--- src/rtl/uart_pkg.sv ---
// uart_pkg: definitions shared by the UART transmitter and receiver.
//   - uart_state_e : frame state machine encoding (IDLE, START, DATA, STOP)
//   - CLKS_PER_BIT_DEFAULT : default bit period in system clocks
//   - DATA_BITS / FRAME_BITS : 8N1 frame geometry
package uart_pkg;

  localparam int CLKS_PER_BIT_DEFAULT = 217;
  localparam int DATA_BITS            = 8;
  localparam int FRAME_BITS           = DATA_BITS + 2;  // start + data + stop

  typedef enum logic [1:0] {
    IDLE  = 2'b00,
    START = 2'b01,
    DATA  = 2'b10,
    STOP  = 2'b11
  } uart_state_e;

endpackage

--- src/rtl/uart_tx_fifo.sv ---
// uart_tx_fifo: synchronous FIFO_DEPTH x 8 byte queue for the UART transmitter.
// Ports:
//   i_Clock, i_Reset : clock, synchronous active-high reset (empties the queue)
//   push, push_data  : enqueue request; ignored when the queue is full
//   pop, head        : dequeue request; head is the oldest byte (valid when !empty)
//   full, empty      : flags derived from count after each edge
//   count            : number of bytes held, 0..FIFO_DEPTH
module uart_tx_fifo #(
  parameter int FIFO_DEPTH = 4
) (
  input  logic                          i_Clock,
  input  logic                          i_Reset,
  input  logic                          push,
  input  logic [7:0]                    push_data,
  input  logic                          pop,
  output logic [7:0]                    head,
  output logic                          full,
  output logic                          empty,
  output logic [$clog2(FIFO_DEPTH):0]   count
);

  localparam int            AW        = $clog2(FIFO_DEPTH);
  localparam logic [AW:0]   DEPTH_CNT = (AW + 1)'(FIFO_DEPTH);

  logic [7:0]    mem [FIFO_DEPTH];
  logic [AW-1:0] wr_ptr;
  logic [AW-1:0] rd_ptr;
  logic          do_push;
  logic          do_pop;

  // Room is judged on the count before the edge, so a pop in the same cycle
  // never makes space for a write to a full queue.
  assign do_push = push && (count != DEPTH_CNT);
  assign do_pop  = pop && (count != '0);

  // NOTE: sequential state uses non-blocking assignments so every register
  // samples the pre-edge values of the others, regardless of statement order.
  always_ff @(posedge i_Clock) begin
    if (i_Reset) begin
      wr_ptr <= '0;
      rd_ptr <= '0;
      count  <= '0;
    end else begin
      // Depth is a power of two, so pointers wrap by plain overflow.
      if (do_push) wr_ptr <= wr_ptr + 1'b1;
      if (do_pop)  rd_ptr <= rd_ptr + 1'b1;
      case ({do_push, do_pop})
        2'b10:   count <= count + 1'b1;
        2'b01:   count <= count - 1'b1;
        default: ;  // idle or simultaneous push+pop: count unchanged
      endcase
    end
  end

  // NOTE: the storage array is deliberately not reset; entries are only read
  // after being written, and leaving it out of reset lets it map onto RAM.
  always_ff @(posedge i_Clock) begin
    if (do_push) mem[wr_ptr] <= push_data;
  end

  assign head  = mem[rd_ptr];
  assign full  = (count == DEPTH_CNT);
  assign empty = (count == '0);

endmodule

--- src/rtl/uart_tx.sv ---
// uart_tx: queued 8N1 UART transmitter (start bit, 8 data bits LSB first,
// stop bit), CLKS_PER_BIT clocks per bit, back-to-back frames without gaps.
// Ports:
//   i_Clock       : system clock, rising edge
//   i_Reset       : synchronous active-high reset; aborts any frame in flight
//   i_Tx_DV       : write strobe, byte queued when the FIFO is not full
//   i_Tx_Byte     : byte to transmit
//   o_Tx_Serial   : registered serial line, idle high
//   o_Tx_Active   : high while the state machine is in START/DATA/STOP
//   o_Tx_Done     : one-cycle pulse on the last cycle of each stop bit
//   o_Tx_Full     : queue holds FIFO_DEPTH bytes
//   o_Tx_Empty    : queue holds no bytes
//   o_Tx_Overflow : one-cycle pulse after a write attempted while full (byte dropped)
module uart_tx
  import uart_pkg::*;
#(
  parameter int CLKS_PER_BIT = CLKS_PER_BIT_DEFAULT,
  parameter int FIFO_DEPTH   = 4
) (
  input  logic       i_Clock,
  input  logic       i_Reset,
  input  logic       i_Tx_DV,
  input  logic [7:0] i_Tx_Byte,
  output logic       o_Tx_Serial,
  output logic       o_Tx_Active,
  output logic       o_Tx_Done,
  output logic       o_Tx_Full,
  output logic       o_Tx_Empty,
  output logic       o_Tx_Overflow
);

  localparam int CNT_W      = $clog2(CLKS_PER_BIT);
  localparam int BIT_W      = $clog2(DATA_BITS);
  localparam int FIFO_CNT_W = $clog2(FIFO_DEPTH) + 1;

  localparam logic [CNT_W-1:0]      CNT_LAST     = CNT_W'(CLKS_PER_BIT - 1);
  localparam logic [BIT_W-1:0]      BIT_LAST     = BIT_W'(DATA_BITS - 1);
  localparam logic [FIFO_CNT_W-1:0] FIFO_CNT_MAX = FIFO_CNT_W'(FIFO_DEPTH);

  generate
    if (CLKS_PER_BIT < 2) begin : g_bad_clks_per_bit
      $error("uart_tx: CLKS_PER_BIT must be >= 2");
    end
    if ((FIFO_DEPTH < 2) || ((FIFO_DEPTH & (FIFO_DEPTH - 1)) != 0)) begin : g_bad_depth
      $error("uart_tx: FIFO_DEPTH must be a power of two >= 2");
    end
  endgenerate

  uart_state_e           state_q, state_d;
  logic [CNT_W-1:0]      cnt_q, cnt_d;
  logic [BIT_W-1:0]      bit_q, bit_d;
  logic [7:0]            shift_q, shift_d;
  logic                  serial_d;

  logic                  fifo_push;
  logic                  fifo_pop;
  logic [7:0]            fifo_head;
  logic                  fifo_full;
  logic                  fifo_empty;
  logic [FIFO_CNT_W-1:0] fifo_count;

  assign fifo_push = i_Tx_DV && (fifo_count < FIFO_CNT_MAX);

  uart_tx_fifo #(
    .FIFO_DEPTH (FIFO_DEPTH)
  ) u_fifo (
    .i_Clock   (i_Clock),
    .i_Reset   (i_Reset),
    .push      (fifo_push),
    .push_data (i_Tx_Byte),
    .pop       (fifo_pop),
    .head      (fifo_head),
    .full      (fifo_full),
    .empty     (fifo_empty),
    .count     (fifo_count)
  );

  // Next-state logic. The STOP state pops the next byte itself so that
  // queued frames follow each other without an idle bit between them.
  always_comb begin
    // NOTE: every variable gets a default before the case; a path that
    // leaves one unassigned would otherwise infer a latch.
    state_d  = state_q;
    cnt_d    = cnt_q;
    bit_d    = bit_q;
    shift_d  = shift_q;
    fifo_pop = 1'b0;

    case (state_q)
      IDLE: begin
        cnt_d = '0;
        bit_d = '0;
        if (!fifo_empty) begin
          fifo_pop = 1'b1;
          shift_d  = fifo_head;
          state_d  = START;
        end
      end

      START: begin
        if (cnt_q == CNT_LAST) begin
          cnt_d   = '0;
          state_d = DATA;
        end else begin
          cnt_d = cnt_q + 1'b1;
        end
      end

      DATA: begin
        if (cnt_q == CNT_LAST) begin
          cnt_d = '0;
          if (bit_q == BIT_LAST) begin
            bit_d   = '0;
            state_d = STOP;
          end else begin
            bit_d = bit_q + 1'b1;
          end
        end else begin
          cnt_d = cnt_q + 1'b1;
        end
      end

      STOP: begin
        if (cnt_q == CNT_LAST) begin
          cnt_d = '0;
          if (!fifo_empty) begin
            fifo_pop = 1'b1;
            shift_d  = fifo_head;
            state_d  = START;
          end else begin
            state_d = IDLE;
          end
        end else begin
          cnt_d = cnt_q + 1'b1;
        end
      end

      default: state_d = IDLE;
    endcase
  end

  // Line level for the current state; registered below, so the pin trails
  // the state by one clock and every bit still lasts CLKS_PER_BIT cycles.
  always_comb begin
    serial_d = 1'b1;
    case (state_q)
      START:   serial_d = 1'b0;
      DATA:    serial_d = shift_q[bit_q];
      default: serial_d = 1'b1;
    endcase
  end

  always_ff @(posedge i_Clock) begin
    if (i_Reset) begin
      state_q       <= IDLE;
      cnt_q         <= '0;
      bit_q         <= '0;
      shift_q       <= '0;
      o_Tx_Serial   <= 1'b1;
      o_Tx_Overflow <= 1'b0;
    end else begin
      state_q       <= state_d;
      cnt_q         <= cnt_d;
      bit_q         <= bit_d;
      shift_q       <= shift_d;
      o_Tx_Serial   <= serial_d;
      o_Tx_Overflow <= i_Tx_DV && fifo_full;
    end
  end

  assign o_Tx_Active = (state_q != IDLE);
  assign o_Tx_Done   = (state_q == STOP) && (cnt_q == CNT_LAST);
  assign o_Tx_Full   = fifo_full;
  assign o_Tx_Empty  = fifo_empty;

endmodule
--- config.mk ---
export PLATFORM = sky130hd
export DESIGN_NAME = uart_tx
export DESIGN_NICKNAME = d
export VERILOG_FILES = /design/src/rtl/uart_pkg.sv /design/src/rtl/uart_tx_fifo.sv /design/src/rtl/uart_tx.sv
export SDC_FILE = /design/constraint.sdc
export NUM_CORES = 1
export LEC_CHECK = 0
export BUFFER_PORTS_ARGS = -buffer_cell sky130_fd_sc_hd__buf_2
export CAP_MARGIN = 20
export CORE_AREA = 2 2 93 95
export CTS_CLUSTER_SIZE = 16
export DETAILED_ROUTE_END_ITERATION = 16
export DIE_AREA = 0 0 95 97
export PLACE_DENSITY = 0.53
export SLEW_MARGIN = 0
export SYNTH_ARGS = -nofsm -noshare
export SYNTH_HDL_FRONTEND = slang
export SYNTH_SLANG_ARGS = --single-unit
--- constraint.sdc ---
create_clock -name i_Clock -period 6.2 [get_ports i_Clock]
set_input_delay 0.93 -clock i_Clock [delete_from_list [all_inputs] [get_ports i_Clock]]
set_output_delay 0.93 -clock i_Clock [all_outputs]
set_load 0.1 [all_outputs]
Word level (Yosys, flattened, before mapping)
Memories as Yosys holds them, arrays and structs flattened. A register that Yosys moved wholly into a read port is not among the register bits.
Index checks and enable logic that the tools add are counted.
{"block": "totals", "regBits": 30, "ram_bits": 32, "output_inout_bits": 6, "word_cells": 74, "memories": 1}
{"block": "classes", "add_sub_neg": 6, "order_cmp": 2, "n_eq_ne": 14, "mux": 26, "n_reduce_logical": 16}
{"name": "u_fifo.mem", "depth": 4, "word_bits": 8, "rd": 1, "rd_clocked_by_memory_dff": 1, "write_ports": 1, "line": "uart_tx_fifo.sv:25", "rtl": "logic [7:0] mem [FIFO_DEPTH];"}
{"operator": "8-bit one-hot mux with 2 select lines", "count": 2}
{"operator": "8-bit 2-to-1 mux", "count": 3}
{"operator": "2-bit 2-to-1 mux", "count": 7}
{"operator": "3-bit one-hot mux with 2 select lines", "count": 2}
{"operator": "2-bit inequality test, second input constant", "count": 5}
{"operator": "8-bit by 1-bit adder with 8-bit output, second input constant", "count": 1}
{"operator": "8-bit == test, second input constant", "count": 1}
{"operator": "2-bit one-hot mux with 4 select lines", "count": 1}
{"operator": "2-bit nonzero test", "count": 4}
{"operator": "3-bit by 1-bit adder with 3-bit output, second input constant", "count": 2}
{"operator": "2-bit == test, second input constant", "count": 3}
{"operator": "3-bit == test, second input constant", "count": 2}
{"operator": "1-bit 2-to-1 mux", "count": 6}
{"operator": "3-bit 2-to-1 mux", "count": 2}
{"operator": "1-bit logical AND", "count": 5}
{"operator": "5-bit AND reduction", "count": 1}
{"operator": "2-bit by 1-bit adder with 2-bit output, second input constant", "count": 2}
{"operator": "2-bit by 1-bit == test with 1-bit output, second input constant", "count": 2}
{"operator": "3-bit by 4-bit less-than comparator with 1-bit output, second input constant", "count": 1}
{"operator": "1-bit one-hot mux with 2 select lines", "count": 2}
{"operator": "2-bit AND reduction", "count": 2}
{"operator": "1-bit binary-select mux with 3-bit select", "count": 1}
{"operator": "3-bit logical NOT", "count": 1}
{"operator": "3-bit less-than comparator, second input constant", "count": 1}
{"operator": "5 further kinds", "count": 5}

Longest topological paths before layout
{"block": "logic_depth", "depth_word": 7, "mapped_depth": 11, "mapped_depth_nobuf": 11}

Hierarchy
Synthesis repeated with hierarchy kept, for this count alone.
{"block": "unflattened", "hier_cells": 231, "area_unflattened_um2": 2857.7}
{"module": "uart_tx_fifo", "instances": 1, "cells_each": 96, "area_per_inst_um2": 1630.3}
{"module": "uart_tx", "instances": 1, "cells_each": 135, "area_per_inst_um2": 1227.4}

Worst setup path before layout
No wires, ideal clock.
{"block": "synth_timing", "kind": "register to register", "startpoint": "reg u_fifo.count[0]", "endpoint": "reg u_fifo.count[2]", "setup_ps": 70, "arrival_time_ps": 3147, "setup_slack_ps": 2983, "stages_incl_launch_ff": 11, "period_less_slack_ps": 3217, "path_cell_list": "dfxtp_1 -> nor3_2 -> or2_2 -> clkbuf_1 -> nor2_1 -> ha_1 -> inv_1 -> fa_1 -> xor2_1 -> or3_1 -> a21oi_1"}
{"block": "synth_via", "elab_chain_cells": 7, "word_cells_on_any_way": 16, "classes_between": "add/sub: 2; order compare: 1; eq/ne: 3; mux: 4; reduce/logical: 6"}
{"item": "start, declared", "line": "uart_tx_fifo.sv:19", "rtl": "output logic [$clog2(FIFO_DEPTH):0] count"}
{"item": "start signal, assigned", "line": "uart_tx_fifo.sv:48", "rtl": "2'b10: count <= count + 1'b1;"}
{"item": "start signal, assigned", "line": "uart_tx_fifo.sv:49", "rtl": "2'b01: count <= count - 1'b1;"}
{"item": "3-bit logical NOT (*)", "line": "uart_tx_fifo.sv:63", "rtl": "assign empty = (count == '0);"}
{"item": "net o_Tx_Empty", "line": "uart_tx.sv:28", "rtl": "output logic o_Tx_Empty,"}
{"item": "1-bit 2-to-1 mux (*)", "line": "uart_tx.sv:93, uart_tx.sv:126"}
{"item": "1-bit 2-to-1 mux", "line": "uart_tx.sv:124", "rtl": "if (cnt_q == CNT_LAST) begin"}
{"item": "1-bit one-hot mux with 2 select lines (*)", "line": "uart_tx.sv:89", "rtl": "case (state_q)"}
{"item": "1-bit logical AND (*)", "line": "uart_tx_fifo.sv:34", "rtl": "assign do_pop = pop && (count != '0);"}
{"item": "net u_fifo.do_pop", "line": "uart_tx_fifo.sv:29", "rtl": "logic do_pop;"}
{"item": "2-bit by 1-bit == test with 1-bit output or 2-bit == test (tied branches)", "line": "uart_tx_fifo.sv:47", "rtl": "case ({do_push, do_pop})"}
{"item": "3-bit one-hot mux with 2 select lines or 2-bit nonzero test (tied branches)"}
The timed path passes the listed nets; every way through them passes the cells marked *.
A chain may end at the register's enable or synchronous reset.

Final worst setup path
{"block": "layout_timing", "startpoint": "reg cnt_q[0]", "endpoint": "out o_Tx_Done"}
{"block": "layout_via", "elab_chain_cells": 2}
{"item": "start, declared", "line": "uart_tx.sv:50", "rtl": "logic [CNT_W-1:0] cnt_q, cnt_d;"}
{"item": "start signal, assigned", "line": "uart_tx.sv:163", "rtl": "cnt_q <= cnt_d;"}
{"item": "8-bit == test", "line": "uart_tx.sv:172", "rtl": "assign o_Tx_Done = (state_q == STOP) && (cnt_q == CNT_LAST);"}
{"item": "1-bit logical AND", "line": "uart_tx.sv:172"}
{"item": "end, declared", "line": "uart_tx.sv:26", "rtl": "output logic o_Tx_Done,"}
No other way between the ends.

==> flow_summary.yaml <==
timing:
  setup_viol: 0
  hold_viol: 0
  tns_ps: 0
  fin_ws_ps: 3450
  fin_worst_skew_ps: 9.43
  slew_headroom_pct: 53.8
  finalMaxSlewViolations: 0
  tightest_slew_ps: 687
  period_needed_ps: 2750
  rsz0062_at_grt: "false"
  fmax_mhz: 363
  fin_crit_sh_pct: 44.4
worst_setup_path:
  critical_path_required_ps: 5270
  crit_chain: "inv_1 > ha_1 > and3b_1 > and3_2 > buf_2"
  slowest_delay_ps: 410
  cp-start-kind: "flop"
  worstPathBufferInverterCount: 2
  critPathMaxFanout: 6
  cp-end-kind: "output port"
  critPathSlowestCell: "buf_2"
  crit_family: "simple AND/OR/NAND/NOR gates"
  arrival_ps: 1820
  path_class: "flop to output port"
layout:
  area_delta_synth_final_pct: 13.2
  num_antenna_cells: 0
  finalNetCount: 267
  num-fill-cells: 783
  stdcell_area_um2: 3140
  final_core_util_pct: 38.6
  drive_gt1_share_pct: 20.3
clock_network:
  htreeDepth: 3
  worstSkewPairLatency_ps: 340
  hold_buffers: 0
  cts_buffers: 9
  clock-root-buffer: "clkbuf_8"
  clkTransAtPathRegs_ps: 70
  clk_path_buf_depth: 2
  cts_num_sinks: 64
  cts_setup_buffers: 0
  cts_tree: "yes"
  ctsResizeCount: 0
synthesis:
  synth_seq_area_share_pct: 57.7
  syn_nets: 247
  synthTopCellsByCount: "dfxtp_1, edfxtp_1, nor2_1"
  ys_seq_elements: 64
  synthDistinctLibCells: 41
  synth_area_leaders: "edfxtp_1, dfxtp_1, mux4_2"
  synth_cells: 221
  yosysTopAreaCellShare_pct: 34.6
  synth_area_um2: 2780
  yosysWarnings: 0
  synth-edff-count: 32
  ys.flop_type: "edfxtp_1"
  yosys.area.top_type: "edfxtp_1"
  syn_avg_cell_area_um2: 12.6
  async_flop_share_pct: 0
floorplan:
  die_w_um: 95
  core_area_um2: 8130
  io_pins: 17
  die_h_um: 97
  initial_core_util_pct: 34.1
  rows: 33
  dieArea_um2: 9220
placed_design:
  gp_routability_congestion: 0.759
  placed_area_um2: 2960
  place_ws_ps: 3590
  place_hpwl_mm: 3.16
  numPortBuffers: 16
route:
  dr.first_iter.drc_count: 89
  post_drt_wl_per_cell_um: 13.1
  drtPass1Iterations: 4
  totalWireLength_mm: 4.60
  ant_nets: 0
  via_count: 1660
  viasPerCell: 4.73
  drc: 0
grt:
  antenna_found_initial: 0
  grt_pass1_vias: 1643
  gr-usage-all-layers_pct: 11.3
  grt_pass1_wl_mm: 7.80
  grt_overflow: 0
  grt_max_degree: 27
flow_run:
  drv_cap: 0
power_and_ir_drop:
  peakVddDrop_v: 0.000146
  p_per_area_nw_per_um2: 434
  leakage_nw: 1.12
worst_hold_path:
  hold_class: "flop to flop"
run_status:
  outcome: "completed"
through the flow:
| stage | hold WS, ps | total power, W | cells |
|---|---|---|---|
| 6_report | 484 | 0.00136 | 351 |
| 3_5_place_dp | 474 | 0.00106 | 335 |
| 3_3_place_gp | 461 | 0.00106 | 335 |
| 5_1_grt | 509 | 0.00146 | 351 |
| 2_1_floorplan | 437 | 0.000969 | 221 |
| 4_1_cts | 490 | 0.00139 | 351 |
sequential cells by signal, indices dropped and copies added, names as in the netlist, named ones only:
signal	cells
shift_q	8
bit_q	3
state_q	2
cnt_q	8
o_Tx_Overflow	1
o_Tx_Serial	1
u_fifo.mem	32
u_fifo.count	3
u_fifo.rd_ptr	2
u_fifo.wr_ptr	2
power by group:
part	leakage [nW]	internal, W	switching (W)	total [W]
sequential	0.554	0.000521	0.0000470	0.000568
combinational	0.479	0.000169	0.000309	0.000478
clock	0.0820	0.000148	0.000169	0.000317
cell usage in the layout, fill, tap and decap left out, types with 9 or more instances in the layout:
master / n
inv_1: 12
edfxtp_1: 32
a21oi_1: 13
buf_2: 16
clkbuf_8: 9
dfxtp_1: 32
nor2_1: 23
nand3_1: 10
mux4_2: 10
ha_1: 14
o21ai_0: 10
path summary, 6_finish.rpt:
check                           cells after the start       start              end  slack, ps
worst min register to register                      2  shift_q[2]       shift_q[2]        480
worst min-delay path                                2  shift_q[2]       shift_q[2]        480
worst max register to register                     10  state_q[1]  u_fifo.count[2]       3580
worst max-delay path                                5    cnt_q[0]        o_Tx_Done       3450
worst min-delay path: stages, from the launching register on:
cell,delay (ps)
dfxtp_1,310
o21ai_0,70
a21oi_1,60
per-layer routing:
layer	vias up	global-route usage, %	share of wire (%)	wire [µm]
li1	842	-	-	-
met1	786	14.7	49	2240
met2	28	16.9	46	2120
met3	4	4.67	3.7	172
met4	0	4.01	1.5	70
met5	-	0	0	0
area by class of cell:
cell class / count / area [µm²] / area share, %
clock buffer: 9 / 124 / 3.94
clock inverter: 7 / 57.6 / 1.83
inverter: 12 / 45.0 / 1.43
multi-input combinational: 138 / 1100 / 35.1
sequential: 64 / 1600 / 51.0
tap: 105 / 131 / 4.18
timing repair buffer: 16 / 80.1 / 2.55
logic make-up (layout without fill, tap and decap cells):
group,Yosys count,in the layout,synth area share [%]
AND/OR/NAND/NOR,66,66,13.1
adder cells (fa/ha/maj),15,15,7.03
XOR/XNOR,9,9,2.84
multiplexers,14,14,9.60
buffers and inverters,19,44,2.61
flip-flops,64,64,57.7
AO/OA/AOI/OAI,34,34,7.08
No activity file was read; power rests on OpenSTA's default activity.
